File: src/rtl/serial_adder_ctrl_if.sv
// Request/result bundle between a requesting datapath and serial_adder_ctrl.
// Optional macro SERIAL_ADD_OVF_EN adds the signed-overflow flag ovf.
interface serial_adder_ctrl_if #(
  parameter int WIDTH = 8
);
  logic             start;
  logic [WIDTH-1:0] a;
  logic [WIDTH-1:0] b;
  logic             c_in;
  logic             ready;
  logic             busy;
  logic             done;
  logic [WIDTH-1:0] sum;
  logic             c_out;
`ifdef SERIAL_ADD_OVF_EN
  logic             ovf;

  modport master (output start, a, b, c_in,
                  input  ready, busy, done, sum, c_out, ovf);
  modport slave  (input  start, a, b, c_in,
                  output ready, busy, done, sum, c_out, ovf);
`else
  modport master (output start, a, b, c_in,
                  input  ready, busy, done, sum, c_out);
  modport slave  (input  start, a, b, c_in,
                  output ready, busy, done, sum, c_out);
`endif
endinterface

File: src/rtl/serial_adder_ctrl.sv
// Bit-serial adder: one gate-level full-adder slice walks WIDTH bits LSB first.
// Optional macro SERIAL_ADD_OVF_EN enables the registered signed-overflow flag.
module serial_adder_ctrl #(
  parameter int WIDTH = 8
) (
  input  logic                clk,
  input  logic                rst_n,
  serial_adder_ctrl_if.slave  bus
);

  localparam int                CNT_W  = $clog2(WIDTH) + 1;
  localparam int                WORK_W = WIDTH - 1;
  localparam logic [CNT_W-1:0]  LAST   = CNT_W'(WIDTH - 1);

  typedef enum logic [1:0] {
    IDLE = 2'd0,
    RUN  = 2'd1,
    DONE = 2'd2
  } state_t;

  state_t             state;
  state_t             state_next;
  logic [WIDTH-1:0]   a_sr;
  logic [WIDTH-1:0]   b_sr;
  logic [WORK_W-1:0]  work;
  logic [WIDTH-1:0]   sum_q;
  logic [CNT_W-1:0]   cnt;
  logic               carry;
  logic               c_out_q;
  logic               fa_sum;
  logic               fa_cout;
  logic               last_bit;
  logic               ready_d;
  logic               busy_d;
  logic               done_d;
`ifdef SERIAL_ADD_OVF_EN
  logic               ovf_q;
`endif

  // The shared full-adder slice, kept at gate level.
  always_comb begin
    fa_sum  = a_sr[0] ^ b_sr[0] ^ carry;
    fa_cout = (a_sr[0] & b_sr[0]) | (carry & (a_sr[0] ^ b_sr[0]));
  end

  assign last_bit = (cnt == LAST);

  always_ff @(posedge clk) begin
    if (!rst_n) begin
      state <= IDLE;
    end else begin
      state <= state_next;
    end
  end

  always_comb begin
    state_next = state;
    ready_d    = 1'b0;
    busy_d     = 1'b0;
    done_d     = 1'b0;
    case (state)
      IDLE: begin
        ready_d = 1'b1;
        if (bus.start) begin
          state_next = RUN;
        end
      end
      RUN: begin
        busy_d = 1'b1;
        if (last_bit) begin
          state_next = DONE;
        end
      end
      DONE: begin
        done_d     = 1'b1;
        state_next = IDLE;
      end
      default: begin
        state_next = IDLE;
      end
    endcase
  end

  // Sum bits enter at the top of work, so after WIDTH-1 shifts the final slice
  // output completes the result as {fa_sum, work}; sum only changes on that edge.
  always_ff @(posedge clk) begin
    if (!rst_n) begin
      a_sr    <= '0;
      b_sr    <= '0;
      work    <= '0;
      carry   <= 1'b0;
      cnt     <= '0;
      sum_q   <= '0;
      c_out_q <= 1'b0;
`ifdef SERIAL_ADD_OVF_EN
      ovf_q   <= 1'b0;
`endif
    end else begin
      case (state)
        IDLE: begin
          if (bus.start) begin
            a_sr  <= bus.a;
            b_sr  <= bus.b;
            carry <= bus.c_in;
            cnt   <= '0;
          end
        end
        RUN: begin
          carry <= fa_cout;
          work  <= WORK_W'({fa_sum, work} >> 1);
          a_sr  <= a_sr >> 1;
          b_sr  <= b_sr >> 1;
          cnt   <= cnt + 1'b1;
          if (last_bit) begin
            sum_q   <= {fa_sum, work};
            c_out_q <= fa_cout;
`ifdef SERIAL_ADD_OVF_EN
            ovf_q   <= carry ^ fa_cout;
`endif
          end
        end
        default: begin
        end
      endcase
    end
  end

  assign bus.ready = ready_d;
  assign bus.busy  = busy_d;
  assign bus.done  = done_d;
  assign bus.sum   = sum_q;
  assign bus.c_out = c_out_q;
`ifdef SERIAL_ADD_OVF_EN
  assign bus.ovf   = ovf_q;
`endif

endmodule

File: src/flat_wrapper.sv
// flat-port wrapper written by rule: the top's interface ports become plain ports
module serial_adder_ctrl_flat 
#(
  parameter int WIDTH = 8
)
  (clk, rst_n, bus_start, bus_a, bus_b, bus_c_in, bus_ready, bus_busy, bus_done, bus_sum, bus_c_out);
  serial_adder_ctrl_if #(.WIDTH(WIDTH)) bus_i ();
  input  logic clk;
  input  logic rst_n;
  input wire logic [$bits(bus_i.start)-1:0] bus_start;
  input wire logic [$bits(bus_i.a)-1:0] bus_a;
  input wire logic [$bits(bus_i.b)-1:0] bus_b;
  input wire logic [$bits(bus_i.c_in)-1:0] bus_c_in;
  output wire logic [$bits(bus_i.ready)-1:0] bus_ready;
  output wire logic [$bits(bus_i.busy)-1:0] bus_busy;
  output wire logic [$bits(bus_i.done)-1:0] bus_done;
  output wire logic [$bits(bus_i.sum)-1:0] bus_sum;
  output wire logic [$bits(bus_i.c_out)-1:0] bus_c_out;
  assign bus_i.start = bus_start;
  assign bus_i.a = bus_a;
  assign bus_i.b = bus_b;
  assign bus_i.c_in = bus_c_in;
  assign bus_ready = bus_i.ready;
  assign bus_busy = bus_i.busy;
  assign bus_done = bus_i.done;
  assign bus_sum = bus_i.sum;
  assign bus_c_out = bus_i.c_out;
  serial_adder_ctrl #(.WIDTH(WIDTH)) u_core (.clk(clk), .rst_n(rst_n), .bus(bus_i));
endmodule
File: config.mk
export PLATFORM = sky130hd
export DESIGN_NAME = serial_adder_ctrl_flat
export DESIGN_NICKNAME = d
export VERILOG_FILES = /design/src/rtl/serial_adder_ctrl_if.sv /design/src/rtl/serial_adder_ctrl.sv /design/src/flat_wrapper.sv
export SDC_FILE = /design/constraint.sdc
export NUM_CORES = 1
export LEC_CHECK = 0
export ABC_AREA = 1
export CELL_PAD_IN_SITES_DETAIL_PLACEMENT = 1
export CELL_PAD_IN_SITES_GLOBAL_PLACEMENT = 2
export CORE_UTILIZATION = 25
export DETAILED_ROUTE_END_ITERATION = 16
export HOLD_SLACK_MARGIN = 0.15
export PLACE_DENSITY_LB_ADDON = 0.1
export SLEW_MARGIN = 30
export SYNTH_ARGS = -nofsm -noshare
export SYNTH_HDL_FRONTEND = slang
export SYNTH_SLANG_ARGS = --single-unit
File: constraint.sdc
create_clock -name clk -period 1.07 [get_ports clk]
set_input_delay 0.214 -clock clk [delete_from_list [all_inputs] [get_ports clk]]
set_output_delay 0.214 -clock clk [all_outputs]
set_load 0.005 [all_outputs]
==> reports/qor.txt, run 1 <==
outcome = finished, violations left
violated checks = DRC, setup timing
Max Clk Rate = 0.796 GHz
share of cells above drive strength 1 = 40.3%
Post-DP HPWL = 3.46 mm
fin crit share = 117%
Avg Cell Area, Syn = 7.01 µm²
Startpoint Class = register
pin count of the biggest net entering global routing = 20
global-route wire length before repair = 8.57 mm
Area after DPL = 0.00230 mm²
flops & latches, synth = 39
clock latency on the worst-skew pair = 0.29 ns
fin util = 44.3%
Cells after Synth = 242
CP max FO = 3
clk root buf = clkbuf_8
fillers = 797
Req. time, crit path = 0.86 ns
Slew @ Worst Pin = 0.362 ns
CP Data Arrival Time = 1.04 ns
1st-iter DRT viols = 69
Yosys top cell area share = 46.1%
leading cell types in the layout, fill and taps excluded = 52 x nand2_1, 42 x nor2_1, 24 x dfxtp_1, 18 x clkdlybuf4s50_1, 17 x buf_6
grt ovf = 0
DRT Wirelength = 5.16 mm
post-synthesis net count = 264
Starting Density = 26.2%
peak supply drop = 0.448 mV
Final Hold Viols = 0
Layout Nets = 331
PwrDens = 1200 mW/mm²
Clock Sinks = 39
Lkg Pwr = 0.00131 µW
final number of max-transition violations = 0
most common cell after layout, fill and taps aside = nand2_1
Syn Std Cell Area = 0.00170 mm²
vias in the first global route = 1764
DRT Pass-1 Iters = 12
Seq/Total Area, Yosys = 46.1%
TritonCTS clock tree = done
Rows = 29
Max-slew headroom = 75.8%
core footprint = 0.00646 mm²
Yosys cell types = 19
RSZ-0062 raised after global routing = true
post-route cell area = 0.00286 mm²
Non-Filler Instances = 387
I/O Buffers = 31
Ports = 32
final setup TNS = -3.71 ns
worst setup path category = reg2out
wire per inst = 13.3 µm
initial antenna violation count = 0
post-route ant nets = 0
Max Buffers Root-to-Sink = 2
HP Class = reg2reg
vias = 1718
Post-Place Worst Slack = -0.377 ns
clock skew = 0.00518 ns
Inst Count DP = 368
Die Ht = 84.4 µm
Area Growth Syn to Fin = 68.9%
minimum clock period = 1.26 ns
area leader, netlist = dfxtp_1
Crit. End Element = output port
Final WS setup = -0.187 ns
gr usage total = 15.4%
DR vias/cell = 4.44
Residual DRC = 4
Die Width = 84.4 µm
die area = 0.00711 mm²
Final GP Congestion = 0.740
CTS Buf Count = 5
n_diodes = 0
max-cap violation count = 0
H-tree levels = 2
clock transition at the registers of the reported paths = 0.08 ns
ranking of synthesized cells by area = dfxtp_1 46%, nand2_1 16%, nor2_1 11%
final setup fails = 41
Synth Warn # = 0
-- layout make-up --
type	instances	area (µm²)	area share, %
Sequential cell	39	802	28.0
Clock buffer	6	72.6	2.53
Timing Repair Buffer	70	737	25.7
Inverter	16	65.1	2.27
Clock inverter	2	12.5	0.437
Tap cell	77	96.3	3.36
Multi-Input combinational cell	177	1080	37.7
-- state kept, by name, indices dropped and copies added, names as in the netlist --
signal,cells
u_core.bus.c_out,1
u_core.bus.sum,8
u_core.cnt,4
u_core.carry,1
u_core.work,7
u_core.a_sr,8
u_core.b_sr,8
u_core.state,2
-- final timing paths --
check                                     start                end  slack, ns  depth (start not counted)
worst min register to register   u_core.a_sr[5]     u_core.a_sr[4]       0.46                          2
worst min-delay path             u_core.a_sr[5]     u_core.a_sr[4]       0.46                          2
worst max-delay path            u_core.state[0]           bus_busy      -0.19                          4
worst max register to register     u_core.carry  u_core.bus.sum[7]      -0.18                          5
-- metrics by stage --
stage	total power (µW)	hold slack [ns]
4_1_cts	3400	0.446
6_report	3440	0.457
5_1_grt	3640	0.477
3_3_place_gp	2200	0.441
2_1_floorplan	1900	0.317
3_5_place_dp	2200	0.451
-- what timing repair did --
item                       in CTS  in global routing
pin swaps                      17                 33
hold buffers                    0                  0
setup endpoints to repair      51                 44
cloned                          2                  2
resized for setup             108                 42
buffers inserted                6                  3
-- cells in the mapped netlist --
master / number
inv_1: 13
buf_4: 4
nor2_2: 1
nand3_1: 27
inv_2: 2
buf_2: 3
o21ai_0: 10
nand2_1: 71
o21ai_1: 2
nor2_4: 2
ha_1: 1
a21oi_1: 3
nor2_1: 48
nand2_2: 3
fa_1: 1
clkbuf_1: 3
clkinv_2: 1
nand3b_1: 8
dfxtp_1: 39
-- metal layers --
layer	GRT usage, %	wire length, µm	part of all wire (%)
met1	21.0	2690	52
met2	24.5	2250	44
met3	3.34	154	3.0
met4	4.62	59	1.1
met5	0	0	0
-- logic make-up after synthesis --
kind of cell    share of synthesized area [%]
fa+ha+maj                                1.92
buf+inv                                  6.94
simple gates                             40.7
flops                                    46.1
compound gates                           4.43
-- critical path, cell delays in order (launching register included) --
cell     delay (ns)
dfxtp_2        0.35
buf_4          0.11
inv_2          0.03
nor2_4         0.12
buf_2          0.14
-- power by group --
group          total, µW  internal [µW]  switching, µW  leakage, µW
clock                990            456            534    0.0000412
combinational        857            447            411     0.000946
sequential          1590           1540           57.1     0.000326
(Power assumes the default switching activity.)
==> inputs of run 2 (changes only) <==
--- a/config.mk
+++ b/config.mk
@@ -12,6 +12,7 @@
 export DETAILED_ROUTE_END_ITERATION = 16
 export HOLD_SLACK_MARGIN = 0.15
 export PLACE_DENSITY_LB_ADDON = 0.1
+export SKIP_CTS_REPAIR_TIMING = 1
 export SLEW_MARGIN = 30
 export SYNTH_ARGS = -nofsm -noshare
 export SYNTH_HDL_FRONTEND = slang
==> reports/qor.txt, run 2 (same netlist as run 1, synthesis figures left out) <==
n_diodes = 0 (unchanged)
CP max FO = 4 (+1)
wire per inst = 13.5 µm (+1.4%)
outcome = finished, violations left
Starting Density = 26.2% (unchanged)
clock group share of total power = 28.7% (about the same)
Ports = 32 (unchanged)
RSZ-0062 raised after global routing = true
overall power consumption = 3480 µW (+1.1%)
worst setup path category = reg2out
fin util = 45.8% (+1.5 points)
1st-iter DRT viols = 46 (-33%)
post-route ant nets = 0 (unchanged)
gr usage total = 14.6% (-0.85 points)
Crit. End Element = output port
switching share of power = 29.8% (+0.72 points)
vias = 1739 (+1.2%)
pin count of the biggest net entering global routing = 20 (unchanged)
CP Data Arrival Time = 1.01 ns (-0.03 ns)
combinational power share = 25.0% (about the same)
grt ovf = 0 (unchanged)
Layout Nets = 331 (unchanged)
clock latency on the worst-skew pair = 0.29 ns (about the same)
R2R Setup Slk = -0.14 ns (+0.04 ns)
Slew @ Worst Pin = 0.434 ns (+0.0713 ns)
die area = 0.00711 mm² (unchanged)
HP Class = in2reg
core footprint = 0.00646 mm² (unchanged)
Area Growth Syn to Fin = 74.5%
Clock Sinks = 39 (unchanged)
Max-slew headroom = 71.0% (-4.8 points)
Die Width = 84.4 µm (unchanged)
minimum clock period = 1.22 ns (-0.0345 ns)
clock transition at the registers of the reported paths = 0.08 ns (about the same)
Residual DRC = 4 (unchanged)
Seq pwr share = 46.4% (about the same)
leading cell types in the layout, fill and taps excluded = 55 x nand2_1, 37 x nor2_1, 28 x dfxtp_1, 18 x nand3_2
Rows = 29 (unchanged)
I/O Buffers = 31 (unchanged)
fin crit share = 114% (-3.2 points)
Post-DP HPWL = 3.46 mm (unchanged)
max-cap violation count = 0 (unchanged)
vias in the first global route = 1700 (-3.6%)
Final Hold Viols = 0 (unchanged)
initial antenna violation count = 0 (unchanged)
Lkg Pwr = 0.00149 µW (+13%)
final setup fails = 38 (-7.3%)
clock skew = 0.00519 ns (+0.0000160 ns)
peak supply drop = 0.469 mV (+4.5%)
violated checks = DRC, setup timing
Final WS setup = -0.152 ns (+0.0345 ns)
most common cell after layout, fill and taps aside = nand2_1
PwrDens = 1180 mW/mm² (-2.1%)
TritonCTS clock tree = done
Final GP Congestion = 0.740 (unchanged)
share of cells above drive strength 1 = 41.9% (+1.6 points)
DRT Pass-1 Iters = 10 (-2)
global-route wire length before repair = 8.14 mm (-5.1%)
Req. time, crit path = 0.86 ns (about the same)
clk root buf = clkbuf_8
Max Buffers Root-to-Sink = 2 (unchanged)
DR vias/cell = 4.49 (+1.2%)
CTS Buf Count = 5 (unchanged)
Startpoint Class = register
final number of max-transition violations = 0 (unchanged)
Internal = 2440 µW (about the same)
Max Clk Rate = 0.818 GHz (+2.8%)
DRT Wirelength = 5.23 mm (+1.4%)
H-tree levels = 2 (unchanged)
Psw = 1040 µW (+3.6%)
Die Ht = 84.4 µm (unchanged)
[run 2: per-stage QoR]
| stage | TNS [ns] | hold slack [ns] | cells | instance area (µm²) | setup slack (ns) |
|---|---|---|---|---|---|
| 6_report | -2.49 | 0.289 | 387 | 2960 | -0.152 |
| 5_1_grt | -4.81 | 0.302 | 387 | 2960 | -0.211 |
| 4_1_cts | -9.62 | 0.446 | 376 | 2380 | -0.562 |
| 3_5_place_dp | -10.16 | 0.451 | 368 | 2300 | -0.377 |
| 3_3_place_gp | -9.49 | 0.441 | 368 | 2300 | -0.328 |
| 2_1_floorplan | -0.455 | 0.317 | 242 | 1700 | -0.0652 |
[run 2: path summary, 6_finish.rpt]
kind	start	to	depth (start not counted)
min reg2reg	u_core.bus.sum[1]	u_core.bus.sum[1]	2
max reg2reg	u_core.a_sr[0]	u_core.bus.sum[7]	5
max	u_core.state[1]	bus_ready	3
min	rst_n	u_core.cnt[3]	3
[run 2: routing by layer]
| layer | up-vias | GRT usage, % | wire, µm |
|---|---|---|---|
| li1 | 892 | - | - |
| met2 | 21 | 23.0 | 2340 |
| met4 | 0 | 4.62 | 46 |
| met5 | - | 0 | 0 |
| met1 | 822 | 19.8 | 2680 |
| met3 | 4 | 3.34 | 165 |
[run 2: cell type report]
class | count | area, µm²
timing repair buffer | 70 | 759
sequential | 39 | 800
inverter | 16 | 67.6
multi-input combinational | 177 | 1150
tap | 77 | 96.3
clock buffer | 6 | 72.6
clock inverter | 2 | 12.5
fill | 776 | 3500
[run 2: critical path, cell delays in order, from the launching register on]
cell and delay, ns:
dfxtp_4 0.37, nor2_4 0.10, buf_6 0.12, clkbuf_2 0.11
[run 2: power groups by stage]
stage,combinational (µW),clock [µW],sequential [µW]
detailed placement,578,0,1620
global route,949,1090,1630
global placement,574,0,1620
floorplan,285,0,1610
finish,869,998,1610
CTS,580,1050,1590
==> inputs of run 3 (changes only) <==
--- a/config.mk
+++ b/config.mk
@@ -6,12 +6,11 @@
 export NUM_CORES = 1
 export LEC_CHECK = 0
 export ABC_AREA = 1
-export CELL_PAD_IN_SITES_DETAIL_PLACEMENT = 1
-export CELL_PAD_IN_SITES_GLOBAL_PLACEMENT = 2
-export CORE_UTILIZATION = 25
+export CORE_UTILIZATION = 46
 export DETAILED_ROUTE_END_ITERATION = 16
+export GPL_TIMING_DRIVEN = 0
 export HOLD_SLACK_MARGIN = 0.15
-export PLACE_DENSITY_LB_ADDON = 0.1
+export PLACE_DENSITY = 0.75
 export SKIP_CTS_REPAIR_TIMING = 1
 export SLEW_MARGIN = 30
 export SYNTH_ARGS = -nofsm -noshare
==> reports/qor.txt, run 3 (same netlist as run 1, synthesis figures left out) <==
gr usage total = 19.7% (+5.1 points)
1st-iter DRT viols = 95 (+110%)
post-route ant nets = 0 (unchanged)
DRT Pass-1 Iters = 4 (-6)
leading cell types in the layout, fill and taps excluded = 52 x nand2_1, 43 x nor2_1, 30 x dfxtp_1, 23 x nand3_1, 17 x clkdlybuf4s50_1
slowest stage delay, CP = 0.53 ns (+0.16 ns)
Psw = 946 µW (-8.8%)
combinational power share = 22.5% (-2.5 points)
Final Hold Viols = 0 (unchanged)
DR vias/cell = 5.05 (+12%)
final setup fails = 32 (-16%)
Hold WS = 0.370 ns (+0.0807 ns)
worst setup path category = reg2reg
WHS Path Cells = 3 (unchanged)
violated checks = setup timing
worst-case reg-to-reg path depth = 5 (unchanged)
clock group share of total power = 29.8% (+1.1 points)
Post-DP HPWL = 2.54 mm (-27%)
final number of max-transition violations = 0 (unchanged)
Final WS setup = -0.217 ns (-0.0646 ns)
Crit. End Element = register
share of cells above drive strength 1 = 30.3% (-12 points)
fillers = 234 (-70%)
CP cell instances = fa_1, inv_2, nand2_1, o21ai_2, nor2_1
initial antenna violation count = 0 (unchanged)
Final GP Congestion = 0.790 (+6.8%)
Seq pwr share = 47.8% (+1.4 points)
Clock Sinks = 39 (unchanged)
CP bufs+invs = 1 (-1)
Max Buffers Root-to-Sink = 2 (unchanged)
vias in the first global route = 1361 (-20%)
n_diodes = 0 (unchanged)
Ports = 32 (unchanged)
DRT Wirelength = 4.86 mm (-7.0%)
Area Growth Syn to Fin = 55.1%
max-cap violation count = 0 (unchanged)
outcome = finished, violations left
post-route cell area = 0.00263 mm² (-11%)
CP Data Arrival Time = 1.48 ns (+0.47 ns)
fin crit share = 120% (+6.0 points)
register area = 797 µm² (-0.31%)
clock latency on the worst-skew pair = 0.29 ns (about the same)
peak supply drop = 0.975 mV (+110%)
clk root buf = clkbuf_8
most common cell after layout, fill and taps aside = nand2_1
Worst path slowest cell = fa_1
core footprint = 0.00344 mm² (-47%)
global-route wire length before repair = 5.98 mm (-27%)
vias = 1748 (+0.52%)
clock transition at the registers of the reported paths = 0.07 ns (about the same)
area taken by multi-input logic gates = 982 µm² (-15%)
Slew @ Worst Pin = 0.541 ns (+0.107 ns)
H-tree levels = 2 (unchanged)
Internal = 2430 µW (-0.45%)
TritonCTS clock tree = done
PwrDens = 1280 mW/mm² (+9.2%)
Max Clk Rate = 0.777 GHz (-5.0%)
Die Width = 62.7 µm (-26%)
I/O Buffers = 31 (unchanged)
die area = 0.00393 mm² (-45%)
Worst path depth = 5 (+2)
Layout Nets = 322 (-2.7%)
grt ovf = 0 (unchanged)
CP max FO = 2 (-2)
CTS Buf Count = 5 (unchanged)
pin count of the biggest net entering global routing = 12 (-40%)
clock skew = 0.00379 ns (-0.00141 ns)
Lkg Pwr = 0.00141 µW (-5.4%)
wire per inst = 14.0 µm (+4.0%)
Residual DRC = 0 (-4)
switching share of power = 28.0% (-1.8 points)
Area after DPL = 0.00207 mm² (-10%)
Startpoint Class = register
Die Ht = 62.7 µm (-26%)
Max-slew headroom = 63.9% (-7.1 points)
minimum clock period = 1.29 ns (+0.0646 ns)
Rows = 21 (-28%)
largest delay contributor family on the critical path = adder cells
HP Class = in2reg
Starting Density = 49.3% (+23 points)
Req. time, crit path = 1.26 ns (+0.40 ns)
RSZ-0062 raised after global routing = true
-- run 3: layer usage --
metal	vias up	track usage, %	wire [µm]
li1	871	-	-
met1	812	25.2	2140
met2	57	31.5	2430
met3	8	6.02	206
met4	0	6.40	82
met5	-	0	0
-- run 3: power groups by stage --
stage / clock network (µW) / logic (µW) / registers (µW)
6_report: 1010 / 759 / 1610
3_5_place_dp: 0 / 448 / 1620
5_1_grt: 1090 / 810 / 1620
3_3_place_gp: 0 / 442 / 1620
4_1_cts: 1010 / 450 / 1590
2_1_floorplan: 0 / 285 / 1610
-- run 3: worst reg2reg max path: cells and delay by family (launching register included) --
kind,cells,cell delay [ns]
AOI/OAI and AO/OA,1,0.10
DFF,1,0.34
adders and majority gates,1,0.54
and+or+nand+nor,2,0.11
buffers and inverters,1,0.10
-- run 3: area by class of cell --
| type | count | area share [%] |
|---|---|---|
| buffer | 10 | 3.57 |
| clock buffer | 6 | 3.14 |
| clock inverter | 1 | 0.190 |
| inverter | 16 | 2.67 |
| multi-input combinational | 177 | 37.4 |
| sequential | 39 | 30.3 |
| tap | 46 | 2.19 |
| timing repair buffer | 51 | 20.6 |
-- run 3: per-stage QoR --
stage	total power [µW]	setup TNS, ns	utilization [%]	instances	setup WS (ns)
2_1_floorplan	1900	-0.455	-	242	-0.0652
3_3_place_gp	2060	-17.21	60.1	319	-0.574
3_5_place_dp	2070	-17.32	60.1	319	-0.566
4_1_cts	3050	-10.96	62.7	326	-0.766
5_1_grt	3520	-5.00	76.4	346	-0.264
6_report	3380	-3.15	76.4	346	-0.217
-- run 3: worst paths after layout --
kind	from	to	slack [ns]
worst min register to register	u_core.bus.sum[1]	u_core.bus.sum[1]	0.47
worst max register to register	u_core.a_sr[0]	u_core.bus.sum[7]	-0.22
worst min-delay path	rst_n	u_core.cnt[0]	0.37
worst max-delay path	u_core.a_sr[0]	u_core.bus.sum[7]	-0.22
